===== config.mk =====
export PLATFORM = sky130hd
export DESIGN_NAME = heat_cool_scheduler
export DESIGN_NICKNAME = d
export VERILOG_FILES = /design/src/rtl/heat_cool_scheduler.sv
export SDC_FILE = /design/constraint.sdc
export NUM_CORES = 1
export LEC_CHECK = 0
export CAP_MARGIN = 25
export CELL_PAD_IN_SITES_DETAIL_PLACEMENT = 1
export CELL_PAD_IN_SITES_GLOBAL_PLACEMENT = 1
export CORE_MARGIN = 3
export CORE_UTILIZATION = 36
export CTS_CLUSTER_SIZE = 16
export DETAILED_ROUTE_END_ITERATION = 6
export PLACE_DENSITY_LB_ADDON = 0.1
export SLEW_MARGIN = 25
export SYNTH_ARGS = -nofsm -noshare
export SYNTH_HDL_FRONTEND = slang
export SYNTH_SLANG_ARGS = --single-unit

===== constraint.sdc =====
create_clock -name clock -period 3.8 [get_ports clock]
set_clock_uncertainty 0.1 [all_clocks]
set_input_delay 0.76 -clock clock [delete_from_list [all_inputs] [get_ports clock]]
set_output_delay 0.76 -clock clock [all_outputs]
set_load 0.1 [all_outputs]

===== src/rtl/heat_cool_scheduler.sv =====
// heat_cool_scheduler
//
// Thermostat sequencer. It produces the heat request (A) and the cool request (B)
// for the downstream heating/cooling controller. It compares the temperature
// sample against setpoint +/- hysteresis. Every run lasts at least MIN_ON cycles
// unless enable drops. Every run is followed by a LOCKOUT interval of exactly
// LOCKOUT cycles, so there is never a direct heat<->cool switch.
//
// Optional feature macro: HEAT_COOL_STATS_EN (adds run counters and stats_clr).
//
// Ports:
//   clock      in   system clock, rising edge
//   rst        in   synchronous active-low reset
//   en         in   scheduler enable
//   temp       in   [TW]  temperature sample
//   setpoint   in   [TW]  target temperature
//   hyst       in   [TW]  hysteresis half-band
//   heat_req   out  registered heat request (HEAT only)
//   cool_req   out  registered cool request (COOL only)
//   state_o    out  [2]   00 IDLE, 01 HEAT, 10 COOL, 11 LOCKOUT
//   lockout_o  out  high while in LOCKOUT
//   stats_clr  in   (HEAT_COOL_STATS_EN) clear run counters, wins over increment
//   heat_runs  out  [8] (HEAT_COOL_STATS_EN) saturating IDLE->HEAT count
//   cool_runs  out  [8] (HEAT_COOL_STATS_EN) saturating IDLE->COOL count

module heat_cool_scheduler #(
    parameter int unsigned TW      = 8,
    parameter int unsigned MIN_ON  = 16,
    parameter int unsigned LOCKOUT = 32,
    parameter int unsigned CW      = 6
) (
    input  logic          clock,
    input  logic          rst,
    input  logic          en,
    input  logic [TW-1:0] temp,
    input  logic [TW-1:0] setpoint,
    input  logic [TW-1:0] hyst,
`ifdef HEAT_COOL_STATS_EN
    input  logic          stats_clr,
    output logic [7:0]    heat_runs,
    output logic [7:0]    cool_runs,
`endif
    output logic          heat_req,
    output logic          cool_req,
    output logic [1:0]    state_o,
    output logic          lockout_o
);

    typedef enum logic [1:0] {
        S_IDLE = 2'b00,
        S_HEAT = 2'b01,
        S_COOL = 2'b10,
        S_LOCK = 2'b11
    } state_t;

    localparam logic [CW-1:0] MIN_ON_LAST  = CW'(MIN_ON - 1);
    localparam logic [CW-1:0] LOCKOUT_LAST = CW'(LOCKOUT - 1);

    state_t        r_state;
    state_t        w_next;
    logic [CW-1:0] r_cnt;
    logic          r_heat_req;
    logic          r_cool_req;
    logic          r_lockout;

    logic [TW:0]   w_sum;
    logic [TW:0]   w_low;
    logic [TW:0]   w_high;
    logic [TW:0]   w_temp_x;
    logic          w_min_done;

    // Thresholds use one extra bit. The sum carry selects the top clamp. The
    // setpoint/hyst compare selects the bottom clamp. This keeps low <= high.
    always_comb begin
        w_sum    = {1'b0, setpoint} + {1'b0, hyst};
        w_temp_x = {1'b0, temp};
        w_low    = (setpoint >= hyst) ? {1'b0, setpoint - hyst} : '0;
        w_high   = w_sum[TW] ? {1'b0, {TW{1'b1}}} : w_sum;
    end

    assign w_min_done = (r_cnt >= MIN_ON_LAST);

    always_comb begin
        w_next = r_state;
        case (r_state)
            S_IDLE: begin
                if (en && (w_temp_x < w_low)) begin
                    w_next = S_HEAT;
                end else if (en && (w_temp_x > w_high)) begin
                    w_next = S_COOL;
                end
            end
            S_HEAT: begin
                if (!en || (w_min_done && (temp >= setpoint))) begin
                    w_next = S_LOCK;
                end
            end
            S_COOL: begin
                if (!en || (w_min_done && (temp <= setpoint))) begin
                    w_next = S_LOCK;
                end
            end
            S_LOCK: begin
                if (r_cnt == LOCKOUT_LAST) begin
                    w_next = S_IDLE;
                end
            end
            default: w_next = S_IDLE;
        endcase
    end

    // The outputs are decoded from the next state, so they switch on the same
    // edge as the state register.
    always_ff @(posedge clock) begin
        if (!rst) begin
            r_state    <= S_IDLE;
            r_cnt      <= '0;
            r_heat_req <= 1'b0;
            r_cool_req <= 1'b0;
            r_lockout  <= 1'b0;
        end else begin
            r_state    <= w_next;
            r_heat_req <= (w_next == S_HEAT);
            r_cool_req <= (w_next == S_COOL);
            r_lockout  <= (w_next == S_LOCK);
            if (w_next != r_state) begin
                r_cnt <= '0;
            end else if (r_cnt != '1) begin
                r_cnt <= r_cnt + 1'b1;
            end
        end
    end

    assign heat_req  = r_heat_req;
    assign cool_req  = r_cool_req;
    assign lockout_o = r_lockout;
    assign state_o   = r_state;

`ifdef HEAT_COOL_STATS_EN
    logic [7:0] r_heat_runs;
    logic [7:0] r_cool_runs;
    logic       w_heat_entry;
    logic       w_cool_entry;

    assign w_heat_entry = (r_state == S_IDLE) && (w_next == S_HEAT);
    assign w_cool_entry = (r_state == S_IDLE) && (w_next == S_COOL);

    always_ff @(posedge clock) begin
        if (!rst || stats_clr) begin
            r_heat_runs <= '0;
            r_cool_runs <= '0;
        end else begin
            if (w_heat_entry && (r_heat_runs != '1)) begin
                r_heat_runs <= r_heat_runs + 1'b1;
            end
            if (w_cool_entry && (r_cool_runs != '1)) begin
                r_cool_runs <= r_cool_runs + 1'b1;
            end
        end
    end

    assign heat_runs = r_heat_runs;
    assign cool_runs = r_cool_runs;
`endif

endmodule


### Yosys cells after proc, flatten, opt, wreduce, memory -nomap -nowiden

Index checks and enable logic that the tools add are counted.

* magnitude comparators: 6
* bitwise gates (word level): 1
* $add $sub $neg: 3
* reduce and logical (&&, ||, !) cells: 9
* equality and inequality tests: 9
* muxes and demuxes: 8

Operators by type and width (count)
* 8-bit >= comparator: 2
* 8-bit 2-to-1 mux: 2
* 2-bit 2-to-1 mux: 5
* 8-bit by 8-bit adder with 9-bit output: 1
* 2-bit equality test (second input constant): 4
* 8-bit greater-than comparator: 1
* 8-bit less-or-equal comparator: 1
* 8-bit < comparator: 1
* 2-bit one-hot mux with 4 select lines: 1
* 8-bit subtractor: 1
* 6-bit by 1-bit adder with 6-bit output (second input constant): 1
* 6-bit by 5-bit equality test with 1-bit output (second input constant): 1
* 6-bit by 4-bit >= comparator with 1-bit output (second input constant): 1
* 6-bit != test (second input constant): 1
* 2-bit by 1-bit equality test with 1-bit output (second input constant): 2
* 1-bit logical AND: 4
* 2-bit logical NOT: 1
* 1-bit logical OR: 2
* 2-bit != test: 1
* 2-bit OR reduction: 1
* 1-bit logical NOT: 1
* 1-bit inverter: 1

* register bits: 11
* output and inout bits: 5

### Depth between registers and ports, before layout

Gate-level depths: netlist of the first run.

* word-level depth: 9
* depth in mapped cells: 18

### Worst setup path after synthesis of the first run

No wires, ideal clock.

* path type: input to register
* start: in setpoint[0]
* end: reg r_cnt[5]
* path slack: -0.168 ns
* cell stages on the path: 18
* buffers on the path: 0
* required time: 3.626 ns
* arrival time: 3.795 ns
* cells stage by stage: inv_1 ha_1 inv_1 fa_1 a21o_1 a21oi_2 a21o_1 nand2_1 a21o_1 nand2_1 ha_1 a211oi_1 nor2_1 nor4b_1 o22ai_2 a31oi_4 o311ai_4 nor3_2

* word-level cells in the longest chain between the ends: 9
* elaborated cells on any way between the ends: 22

RTL lines
* from (decl): RTL line 36 `input logic [TW-1:0] setpoint,`
* 8-bit by 8-bit adder with 9-bit output: RTL line 75 `w_sum = {1'b0, setpoint} + {1'b0, hyst};`
* 8-bit 2-to-1 mux: RTL line 78 `w_high = w_sum[TW] ? {1'b0, {TW{1'b1}}} : w_sum;`
* 8-bit greater-than comparator: RTL line 89 `end else if (en && (w_temp_x > w_high)) begin`
* 1-bit logical AND: RTL line 89
* 2-bit 2-to-1 mux: RTL line 89
* 2-bit 2-to-1 mux: RTL line 87 `if (en && (w_temp_x < w_low)) begin`
* 2-bit one-hot mux with 4 select lines *: RTL line 85 `case (r_state)`
* 2-bit != test *: RTL line 126 `if (w_next != r_state) begin`
* 2-bit OR reduction (no source line) *
* to (signal assigned): RTL line 129 `r_cnt <= r_cnt + 1'b1;`
* to (decl): RTL line 61 `logic [CW-1:0] r_cnt;`

Mark *: on every way between the ends. The rest lies on a longest branch, timed or not.
A chain may end at the register's enable or synchronous reset.

### Worst setup path in the final report of the first run

* start: in hyst[0]
* end: reg r_heat_req (netlist: heat_req)

* word-level cells in the longest chain between the ends: 8
* elaborated cells on any way between the ends: 13

RTL lines
* from (decl): RTL line 37 `input logic [TW-1:0] hyst,`
* 8-bit by 8-bit adder with 9-bit output: RTL line 75
* 8-bit 2-to-1 mux: RTL line 78
* 8-bit greater-than comparator: RTL line 89
* 1-bit logical AND: RTL line 89
* 2-bit 2-to-1 mux: RTL line 89
* 2-bit 2-to-1 mux *: RTL line 87
* 2-bit one-hot mux with 4 select lines *: RTL line 85
* 2-bit by 1-bit equality test with 1-bit output *: RTL line 123 `r_heat_req <= (w_next == S_HEAT);`
* to (signal assigned): RTL line 123
* to (decl): RTL line 62 `logic r_heat_req;`

Marks and branches as above.

==> reports/results.txt, run 1 <==
nature of the critical path startpoint: primary input
routed vias: 2251
worst hold stages: 2
die area: 5930 µm²
Area after DPL: 2530 µm²
number of placed instances with taps included: 366
Top FF cell, synth: dfxtp_1
Initial Util: 37.9%
VDD IR max: 0.000262 V
Final nets: 399
detailed-route vias per instance: 5.68
Layout area overhead: 76.8%
Arr. time, crit path: 4220 ps
CTS tree: built
ys async rst share: 0%
maxcap violations: 0
post-synthesis xor/xnor area fraction: 4.82%
Synth area leader: ha_1
Crit Path Max Fanout: 4
M2 GR Usage: 49.0%
final WL: 8.82 mm
CTS Buf Count: 3
core area: 4790 µm²
Routed WL per cell: 22.3 µm
IO buf count: 31
GR met3 Demand/Resource: 4.69%
H-tree Lvls: 1
clk sinks: 11
leading cell type in the layout, fill and taps excluded: buf_4
fin crit period: 4140 ps
Die Height: 77.0 µm
Synth area leaders: ha_1, dfxtp_1, inv_1
Reg clk slew, reported paths: 60 ps
first-pass GRT wire length: 12.6 mm
DP HPWL: 4.70 mm
Rows: 25
distinct cell type count after synthesis: 50
Max Freq: 242 MHz
clock root cell: clkbuf_8
synthesized area per cell: 7.93 µm²
status: finished with violations
Tightest Hold Check Type: reg -> reg
post-synthesis compound-gate area fraction: 21.8%
final setup margin: -339 ps
synthesized flop and latch total: 11
number of enable flip-flop cells after synthesis: 0
Hold Vio Cnt, Final: 0
Post-CTS Hold Buffers: 0
layer with the highest usage: met2
Synth Instances: 229
area share of the largest cell type after synthesis: 27.6%
initial antenna violation count: 0
Crit. End Element: flip-flop
Setup-failing EPs final: 11
Adder-Cell Fraction of Synth Area: 29.8%
DIE WIDTH: 77.0 µm
post-synthesis mux area share: 1.10%
Worst EP required: 3880 ps
worst-case clock buffer depth: 2
Global Route met1 Usage: 30.5%
mapped cell area: 1820 µm²
Slew HR: 29.1%
fin crit share: 109%
PD cells: 305 nW/µm²
post-synthesis sequential area ratio: 12.1%
most frequent cells in the layout: buf_4, ha_1, inv_1, clkdlybuf4s50_1
post-detailed-route count of antenna-violating nets: 0
hold_ws: 447 ps
Synth Area in Simple Gates: 23.6%
R2R cell count: 9
final instance area: 3210 µm²
global route overflow: 0
number of antenna diodes: 0
Final Non-Filler Cells: 396
Least-Margin Pin Slew: 1060 ps
kind of critical path: in -> reg
vias in the first global route: 2387
failing checks: setup timing
RSZ-0062 raised after global routing: yes
Synth warnings: 0
main combinational cell family by area after synthesis: adder cells
First DRT Iteration DRCs: 88
Pins Over Slew Limit: 0
largest net degree at the start of global routing: 8
worst slack at placement: -832 ps
Ports: 32
GR Util All Layers: 26.8%
Leak: 1.44 nW
gpl congestion: 0.807
latest clock arrival within the worst-skew pair: 250 ps
Initial DRT Pass Iterations: 6
layout cells sized above 1: 47.1%
syn nets: 298
Post-route DRC: 0
## per-layer routing
metal	wire, µm	vias up
li1	-	1019
met1	3450	1112
met2	4630	87
met3	349	33
met4	395	0
met5	0	-
## where the power goes
part	internal [mW]	total (mW)	switching, mW
Sequential	0.131	0.148	0.0170
Combinational	0.315	0.703	0.389
Clock	0.0744	0.128	0.0540
## cell usage after synthesis, types with 2 or more instances
cell	n
buf_2	4
nand3_1	11
a211oi_1	2
a21oi_1	19
mux2i_1	2
o31ai_1	2
nand4_1	6
nor3_2	2
a21o_1	5
ha_1	40
dfxtp_1	11
a31oi_1	2
o211ai_1	2
xor2_1	4
nor2_1	19
and3_1	2
nor3_1	2
xnor2_1	6
nor2b_1	3
fa_1	2
inv_1	27
nand2_1	18
o21ai_0	5
nor4b_1	2
a211o_1	2
and2_1	3
o21bai_1	3
## metrics by stage
step | total power, mW | TNS (ps) | util (%)
finish | 0.980 | -3000 | 67.1
global route | 1.03 | -4090 | 67.1
detailed placement | 0.609 | -8330 | 52.8
floorplan | 0.434 | -39.0 | -
CTS | 0.824 | -48.0 | 61.9
global placement | 0.597 | -7250 | 52.8
## cells by family after synthesis
| kind of cell | count (synthesis) |
|---|---|
| xor+xnor | 10 |
| compound gates | 54 |
| simple gates | 79 |
| buf+inv | 31 |
| fa+ha+maj | 42 |
| mux | 2 |
| flops | 11 |
## layout make-up
class / count / area (µm²)
flip-flops and latches: 11 / 220
multi-input cells: 187 / 1920
well taps: 67 / 83.8
clock buffers: 4 / 45.0
fillers: 529 / 1580
inverters: 27 / 104
repair buffers: 100 / 837
## final timing paths
kind	slack (ps)	start	end
max	-340	hyst[0]	heat_req$_SDFF_PN0_
max reg2reg	1490	r_cnt[0]$_SDFFE_PP0P_	r_cnt[0]$_SDFFE_PP0P_
min	450	r_cnt[1]$_SDFFE_PP0P_	r_cnt[1]$_SDFFE_PP0P_
min reg2reg	450	r_cnt[1]$_SDFFE_PP0P_	r_cnt[1]$_SDFFE_PP0P_
## worst max-delay path, stage by stage
cell and delay [ps]:
buf_6 110, ha_4 160, fa_2 360, nand2b_4 90, a21oi_2 70, nor2_2 140, o21bai_2 110, a21oi_2 270
o31ai_4 110, buf_4 170, buf_4 130, a21oi_2 160, ha_1 280, o211ai_1 120, a21oi_2 100, a211o_1 330
a31oi_4 280, buf_4 160, nand2_2 60, buf_4 140, nor2_1 100
## flip-flops by register name, summed over array words and instances (netlist names)
signal     cells
heat_req       1
state_o        2
r_cnt          6
lockout_o      1
cool_req       1
## repair_timing
item / CTS / global route
resized for setup: 83 / 40
setup buffers: 15 / 11
endpoints found under the setup margin: 11 / 11
pin swaps: 33 / 36
No activity file was read; power rests on OpenSTA's default activity.
==> run 2: changes to the inputs <==
RECOVER_POWER = 25   (was default)
==> run 2 against run 1 <==
  * Combinational power about the same
  * Count of clock-buffer cells in the layout unchanged
  * Register-to-register slack about the same
  * Final cell count unchanged
  * Maximum frequency unchanged
  * Flip-flop and latch count unchanged
  * The flow still finishes with violations (setup timing)
  * Worst setup slack unchanged
  * Critical endpoint unchanged
  * Sequential power about the same
  * Sequential share of layout area unchanged
==> reports/results.txt, run 2 (same netlist as run 1, synthesis figures left out) <==
maxcap violations: 0 (unchanged)
first-pass GRT wire length: 12.6 mm (unchanged)
Largest Register: r_cnt
Post-route DRC: 0 (unchanged)
fin crit period: 4140 ps (unchanged)
fill count: 529 (unchanged)
final setup margin: -339 ps (unchanged)
PD cells: 305 nW/µm² (-0.10%)
Slew HR: 29.1% (unchanged)
Routed WL per cell: 22.3 µm (unchanged)
layout cells sized above 1: 47.1% (unchanged)
core area: 4790 µm² (unchanged)
Initial DRT Pass Iterations: 6 (unchanged)
RSZ-0062 raised after global routing: yes
First DRT Iteration DRCs: 87 (-1.1%)
Area after DPL: 2530 µm² (unchanged)
worst slack at placement: -832 ps (unchanged)
clock root cell: clkbuf_8
Register Area: 220 µm² (unchanged)
Setup-failing EPs final: 11 (unchanged)
Reg clk slew, reported paths: 60 ps (about the same)
global route overflow: 0 (unchanged)
detailed-route vias per instance: 5.68 (unchanged)
clk sinks: 11 (unchanged)
Worst EP required: 3880 ps (about the same)
most frequent cells in the layout: buf_4, ha_1, inv_1, clkdlybuf4s50_1
vias in the first global route: 2387 (unchanged)
post-detailed-route count of antenna-violating nets: 0 (unchanged)
DIE WIDTH: 77.0 µm (unchanged)
GR Util All Layers: 26.8% (unchanged)
failing checks: setup timing
CTS Buf Count: 3 (unchanged)
die area: 5930 µm² (unchanged)
Rows: 25 (unchanged)
max reg flops: 6 (unchanged)
Least-Margin Pin Slew: 1060 ps (unchanged)
final design utilization: 67.1% (unchanged)
Leak: 1.44 nW (+0.17%)
kind of critical path: in -> reg
Hold Vio Cnt, Final: 0 (unchanged)
Crit. End Element: flip-flop
nature of the critical path startpoint: primary input
latest clock arrival within the worst-skew pair: 250 ps (about the same)
Pins Over Slew Limit: 0 (unchanged)
hold_ws: 447 ps (unchanged)
H-tree Lvls: 1 (unchanged)
fin crit share: 109% (unchanged)
worst-case clock buffer depth: 2 (unchanged)
number of antenna diodes: 0 (unchanged)
DP HPWL: 4.70 mm (unchanged)
Post-CTS Hold Buffers: 0 (unchanged)
multi-input logic area: 1920 µm² (unchanged)
Crit Path Max Fanout: 4 (unchanged)
gpl congestion: 0.807 (unchanged)
routed vias: 2251 (unchanged)
IO buf count: 31 (unchanged)
largest net degree at the start of global routing: 8 (unchanged)
CTS tree: built
leading cell type in the layout, fill and taps excluded: buf_4
final instance area: 3210 µm² (unchanged)
Layout area overhead: 76.8% (unchanged)
Arr. time, crit path: 4220 ps (about the same)
final WL: 8.82 mm (unchanged)
Final nets: 399 (unchanged)
VDD IR max: 0.000260 V (-0.91%)
Ports: 32 (unchanged)
Initial Util: 37.9% (unchanged)
Max Freq: 242 MHz (unchanged)
status: finished with violations
Power, Total: 0.979 mW (-0.10%)
Die Height: 77.0 µm (unchanged)
initial antenna violation count: 0 (unchanged)
Tightest Hold Check Type: reg -> reg
-- run 2: where the power goes --
part | switching, mW | internal (mW)
sequential | 0.0169 | 0.131
clock | 0.0540 | 0.0744
combinational | 0.389 | 0.314
total | 0.459 | 0.520
-- run 2: cell type report --
cell class,instances,share of cell area (%)
Multi-Input combinational cell,187,59.8
Sequential cell,11,6.86
Inverter,27,3.23
Clock buffer,4,1.40
Tap cell,67,2.61
Timing Repair Buffer,100,26.1
-- run 2: repair_timing --
item / 4_1_cts / 5_1_grt
setup endpoints to repair: 11 / 11
setup buffers: 15 / 11
pin swaps: 33 / 36
resized for setup: 83 / 40
-- run 2: worst paths after layout --
path | start | slack (ps) | endpoint | cells after the start
worst min-delay path | r_cnt[1]$_SDFFE_PP0P_ | 450 | r_cnt[1]$_SDFFE_PP0P_ | 2
worst min register to register | r_cnt[1]$_SDFFE_PP0P_ | 450 | r_cnt[1]$_SDFFE_PP0P_ | 2
worst max register to register | r_cnt[0]$_SDFFE_PP0P_ | 1490 | r_cnt[0]$_SDFFE_PP0P_ | 9
worst max-delay path | hyst[0] | -340 | heat_req$_SDFF_PN0_ | 21
-- run 2: per-layer routing --
metal,share of wire [%],GRT usage (%),routed length (µm),vias to the layer above
met5,0,0,0,-
met1,39,30.5,3450,1112
met3,4.0,4.69,349,33
met4,4.5,11.0,395,0
met2,52,49.0,4630,87
li1,-,-,-,1019
-- run 2: stage by stage --
stage	instances	setup TNS, ps
floorplan	229	-39.0
global placement	366	-7250
detailed placement	366	-8330
CTS	385	-48.0
global route	396	-4090
finish	396	-3000
-- run 2: critical path: stages --
cell	delay (ps)
buf_6	110
ha_4	160
fa_2	360
nand2b_4	90
a21oi_2	70
nor2_2	140
o21bai_2	110
a21oi_2	270
o31ai_4	110
buf_4	170
buf_4	130
a21oi_2	160
ha_1	280
o211ai_1	120
a21oi_2	100
a211o_1	330
a31oi_4	280
buf_4	160
nand2_2	60
buf_4	140
nor2_1	100
